File: config.mk
export PLATFORM = sky130hd
export DESIGN_NAME = fp32_operand_loader
export DESIGN_NICKNAME = d
export VERILOG_FILES = /design/src/rtl/fp32_operand_loader.sv
export SDC_FILE = /design/constraint.sdc
export NUM_CORES = 1
export LEC_CHECK = 0
export ABC_AREA = 0
export ABC_CLOCK_PERIOD_IN_PS = 1400
export BUFFER_PORTS_ARGS = -buffer_cell sky130_fd_sc_hd__buf_2
export CORE_ASPECT_RATIO = 0.5
export CORE_MARGIN = 4
export CORE_UTILIZATION = 48
export CTS_CLUSTER_SIZE = 14
export DETAILED_ROUTE_END_ITERATION = 8
export PLACE_DENSITY = 0.76
export SLEW_MARGIN = 20
export SYNTH_ARGS = -nofsm -noshare
export SYNTH_HDL_FRONTEND = slang
export SYNTH_SLANG_ARGS = --single-unit
export TNS_END_PERCENT = 50
File: constraint.sdc
create_clock -name clk -period 1.4 [get_ports clk]
set_input_delay 0.35 -clock clk [delete_from_list [all_inputs] [get_ports clk]]
set_output_delay 0.35 -clock clk [all_outputs]
set_load 0.005 [all_outputs]
File: src/rtl/fp32_operand_loader.sv
// Byte-serial operand loader: assembles operand A then operand B from
// bytes on byte_in, then presents both to the FP32 multiplier behind a
// valid/ready handshake.

// One byte lane of both operands; written on a selected accept, zeroed by clear.
module op_byte_lane (
  input  logic       clk,
  input  logic       rst_n,
  input  logic       clear,
  input  logic       wr_a,
  input  logic       wr_b,
  input  logic [7:0] din,
  output logic [7:0] a_byte,
  output logic [7:0] b_byte
);

  // Lane storage: clear wins over writes; otherwise hold.
  always_ff @(posedge clk or negedge rst_n) begin
    if (!rst_n) begin
      a_byte <= '0;
      b_byte <= '0;
    end else if (clear) begin
      a_byte <= '0;
      b_byte <= '0;
    end else begin
      if (wr_a) a_byte <= din;
      if (wr_b) b_byte <= din;
    end
  end

endmodule

module fp32_operand_loader #(
  parameter int WIDTH     = 32,
  parameter bit MSB_FIRST = 1'b1
) (
  input  logic             clk,
  input  logic             rst_n,
  input  logic [7:0]       byte_in,
  input  logic             byte_valid,
  output logic             byte_ready,
  input  logic             clear,
  output logic [WIDTH-1:0] op_a,
  output logic [WIDTH-1:0] op_b,
  output logic             op_valid,
  input  logic             op_ready,
  output logic [3:0]       load_count,
  output logic [1:0]       phase
);

  localparam int BYTES = WIDTH / 8;
  localparam int CW    = (BYTES > 1) ? $clog2(BYTES) : 1;

  typedef enum logic [1:0] {
    LOAD_A  = 2'd0,
    LOAD_B  = 2'd1,
    PRESENT = 2'd2
  } state_t;

  state_t          state, state_nxt;
  logic [CW-1:0]   cnt;
  logic [CW-1:0]   pos;
  logic            rdy_en;
  logic            accept;
  logic            last;
  logic            handover;

  logic [BYTES-1:0][7:0] a_lane;
  logic [BYTES-1:0][7:0] b_lane;

  // rdy_en keeps byte_ready low while in reset and until the first edge after release.
  assign byte_ready = rdy_en && (state != PRESENT);
  assign accept     = byte_valid && byte_ready && !clear;
  assign last       = (cnt == CW'(BYTES - 1));
  assign handover   = op_valid && op_ready && !clear;
  assign pos        = MSB_FIRST ? (CW'(BYTES - 1) - cnt) : cnt;
  assign phase      = state;
  assign op_a       = a_lane;
  assign op_b       = b_lane;

  // State register.
  always_ff @(posedge clk or negedge rst_n) begin
    if (!rst_n) state <= LOAD_A;
    else        state <= state_nxt;
  end

  // Next state: clear forces LOAD_A ahead of any accept or handover.
  always_comb begin
    state_nxt = state;
    if (clear) begin
      state_nxt = LOAD_A;
    end else begin
      unique case (state)
        LOAD_A:  if (accept && last) state_nxt = LOAD_B;
        LOAD_B:  if (accept && last) state_nxt = PRESENT;
        PRESENT: if (handover)       state_nxt = LOAD_A;
        default:                     state_nxt = LOAD_A;
      endcase
    end
  end

  // Byte index, transaction byte count and the registered op_valid.
  always_ff @(posedge clk or negedge rst_n) begin
    if (!rst_n) begin
      rdy_en     <= 1'b0;
      cnt        <= '0;
      load_count <= '0;
      op_valid   <= 1'b0;
    end else begin
      rdy_en <= 1'b1;
      if (clear) begin
        cnt        <= '0;
        load_count <= '0;
        op_valid   <= 1'b0;
      end else begin
        op_valid <= (state_nxt == PRESENT);
        if (accept) begin
          cnt        <= last ? '0 : cnt + CW'(1);
          load_count <= load_count + 4'd1;
        end else if (handover) begin
          load_count <= '0;
        end
      end
    end
  end

  for (genvar i = 0; i < BYTES; i++) begin : g_lane
    op_byte_lane u_lane (
      .clk    (clk),
      .rst_n  (rst_n),
      .clear  (clear),
      .wr_a   (accept && (state == LOAD_A) && (pos == CW'(i))),
      .wr_b   (accept && (state == LOAD_B) && (pos == CW'(i))),
      .din    (byte_in),
      .a_byte (a_lane[i]),
      .b_byte (b_lane[i])
    );
  end

endmodule

==> results.sh <==
export IMPL_layout_drive_gt1_share_pct=50.0
export IMPL_boundaryPins=85
export IMPL_hold_viol=0
export IMPL_drc_errors=0
export IMPL_wl_per_cell_um=22.4
export IMPL_critPathCaptureType="output port"
export IMPL_postSynthNetCount=385
export IMPL_start_kind="flip-flop"
export IMPL_worstPathRequired_ns=1.05
export IMPL_clock_path_buffers=2
export IMPL_holdCritPathClass="input pin to async pin"
export IMPL_finalSetupTns_ns=-5.31
export IMPL_syn_cell_area_mm2=0.00340
export IMPL_cts_made_buffers=9
export IMPL_start_util_pct=50.1
export IMPL_cts_root_buffer="clkbuf_16"
export IMPL_cts_tree="built"
export IMPL_finalMaxSlewViolations=0
export IMPL_die_area_mm2=0.00857
export IMPL_drv_cap=0
export IMPL_finalSetupViolCount=69
export IMPL_violations="negative setup slack"
export IMPL_grt_pass1_vias=3255
export IMPL_cts_sinks=74
export IMPL_worst_pin_slew_ns=0.623
export IMPL_antenna_found_initial=0
export IMPL_synth_ff_type="dfrtp_1"
export IMPL_first_pass_iters=5
export IMPL_status="finished, violations left"
export IMPL_grtUsageTotal_pct=25.5
export IMPL_antenna_left=0
export IMPL_syn_area_per_cell_um2=9.26
export IMPL_fmax_ghz=0.625
export IMPL_path_clk_slew_ns=0.05
export IMPL_h_tree_depth=3
export IMPL_yosys_top_cells_area="dfrtp_1 54%, a21oi_1 10%, nand3_1 10%"
export IMPL_fin_crit_ns=1.60
export IMPL_p_per_area_mw_per_mm2=956
export IMPL_synth_edf_count=0
export IMPL_wl_um=12600
export IMPL_slew_headroom_pct=58.5
export IMPL_worst_setup_path_type="flip-flop to output port"
export IMPL_chipHeight_um=67.5
export IMPL_fillerInstances=424
export IMPL_total_power_mw=4.87
export IMPL_layout_area_seq_mm2=0.00186
export IMPL_yosysWarnings=0
export IMPL_async_flop_share_pct=100
export IMPL_diodes=0
export IMPL_fin_skew_ns=0.00408
export IMPL_yosysMostFrequentCell="dfrtp_1"
export IMPL_rsz0062_at_grt="yes"
export IMPL_grt_pass1_wl_um=16800
export IMPL_synth_area_leader_cell="dfrtp_1"
export IMPL_fin_nets=481
export IMPL_p_leak_nw=2.18
export IMPL_hpwl_um=6220
export IMPL_synth_top_cell_area_share_pct=54.5
export IMPL_ys_types=28
export IMPL_netlist_top_cells_count="74 x dfrtp_1, 69 x a21oi_1, 68 x nand3_1"
export IMPL_die_w_um=127
export IMPL_drt_iter0_markers=392
export IMPL_io_buffer_count=84
export IMPL_path_max_fanout=2
export IMPL_grt_max_degree=75
export IMPL_rows=21
export IMPL_clk_latency_ns=0.34
export IMPL_overflow=0
export IMPL_ir_worst_vdd_mv=0.745
export IMPL_ys_ff_latch=74
export IMPL_critPathArrivalTime_ns=1.25
export IMPL_place_gp_congestion=0.803
export IMPL_period_share_pct=114
export IMPL_syn_inst=367
export IMPL_syn_to_final_growth_pct=49.7
export IMPL_via_per_inst=6.41
export IMPL_setup_ws_ns=-0.201
export IMPL_vias=3588
export IMPL_core_mm2=0.00678
export IMPL_ys_seq_area_share_pct=54.5
export IMPL_multiInputGateArea_mm2=0.00187
[state kept, by name, indices dropped and copies added, names as in the netlist]
name	count
load_count	4
rdy_en	1
phase	2
op_valid	1
cnt	2
g_lane.u_lane.b_byte	32
g_lane.u_lane.a_byte	32
[timing repair]
item                                   in CTS  in global routing
setup endpoints to repair                  47                 70
buffers inserted                            6                  6
gates resized for setup                    79                122
endpoints found under the hold margin       0                  0
pin swaps                                  10                 27
gates cloned                                3                  6
hold buffers                                0                  0
[final cells by class]
class	instances	area share [%]
multi-input combinational	249	36.8
sequential	74	36.5
timing repair buffer	126	18.6
clock buffer	15	5.46
tap	92	2.26
inverter	3	0.270
clock inverter	1	0.147
[stage by stage]
step	hold WS [ns]	area [µm²]	setup WS (ns)	util [%]	std cells
final	0.0228	5090	-0.201	75.1	560
after global routing	0.0607	5090	-0.242	75.1	560
after CTS	0.0489	4570	-0.189	67.4	551
after detailed placement	0.413	4030	-0.157	59.4	526
after global placement	0.409	4030	-0.0633	59.4	526
after floorplan	0.0544	3410	-0.0211	-	367
[critical path: stages (launching register included)]
cell and delay [ns]:
dfrtp_1 0.39, buf_6 0.13, nand2b_4 0.13, and2_4 0.15, buf_6 0.11
[cells by family after synthesis]
logic type / Yosys count / share of synthesized area, %
AOI/OAI and AO/OA: 145 / 22.0
adders and majority gates: 5 / 1.84
and+or+nand+nor: 95 / 15.8
buffers and inverters: 46 / 5.59
xor gates and xnor gates: 1 / 0.258
other: 1 / 0.110
DFF: 74 / 54.5
[final timing paths]
check / from / end / slack, ns / cells after the start
worst max-delay path: phase[0]$_DFF_PN0_ / byte_ready / -0.20 / 4
worst min-delay path: rst_n / rdy_en$_DFF_PN0_ / 0.02 / 2
worst max register to register: phase[1]$_DFF_PN0_ / g_lane[2].u_lane.a_byte[4]$_DFFE_PN0P_ / -0.19 / 7
worst min register to register: g_lane[2].u_lane.b_byte[6]$_DFFE_PN0P_ / g_lane[2].u_lane.b_byte[6]$_DFFE_PN0P_ / 0.53 / 2
max in group asynchronous: rst_n / g_lane[1].u_lane.a_byte[4]$_DFFE_PN0P_ / 1.03 / 2
min in group clk: byte_in[6] / g_lane[0].u_lane.b_byte[6]$_DFFE_PN0P_ / 0.37 / 3
[layout by cell type, fill, tap and decap left out, drive strengths merged]
| cell | Yosys | final |
|---|---|---|
| clkinvlp | 0 | 1 |
| o211ai | 4 | 4 |
| nor2b | 5 | 5 |
| a22oi | 1 | 1 |
| or3 | 1 | 1 |
| and2 | 3 | 3 |
| nand4 | 2 | 2 |
| nand3 | 68 | 68 |
| conb | 1 | 1 |
| dfrtp | 74 | 74 |
| and4bb | 2 | 2 |
| a211oi | 3 | 3 |
| nand2 | 3 | 3 |
| or4 | 2 | 2 |
| nand4bb | 2 | 2 |
| buf | 12 | 124 |
| a21oi | 69 | 69 |
| a31oi | 1 | 1 |
| clkbuf | 31 | 17 |
| and4b | 1 | 1 |
| o21ai | 67 | 67 |
| nand2b | 5 | 7 |
| xor2 | 1 | 1 |
| inv | 3 | 3 |
| nand4b | 1 | 1 |
| ha | 5 | 5 |
[where the power goes]
| part | switching (mW) | internal (mW) |
|---|---|---|
| logic | 0.325 | 0.157 |
| registers | 0.0207 | 2.16 |
| clock network | 0.860 | 1.35 |
| total | 1.21 | 3.66 |
[layer usage]
metal / GRT usage (%) / vias up / part of all wire (%)
li1: - / 1517 / -
met1: 34.0 / 1792 / 40
met2: 40.1 / 231 / 47
met3: 7.42 / 48 / 9.6
met4: 9.36 / 0 / 3.1
met5: 0 / - / 0
No activity file was read; power rests on OpenSTA's default activity.
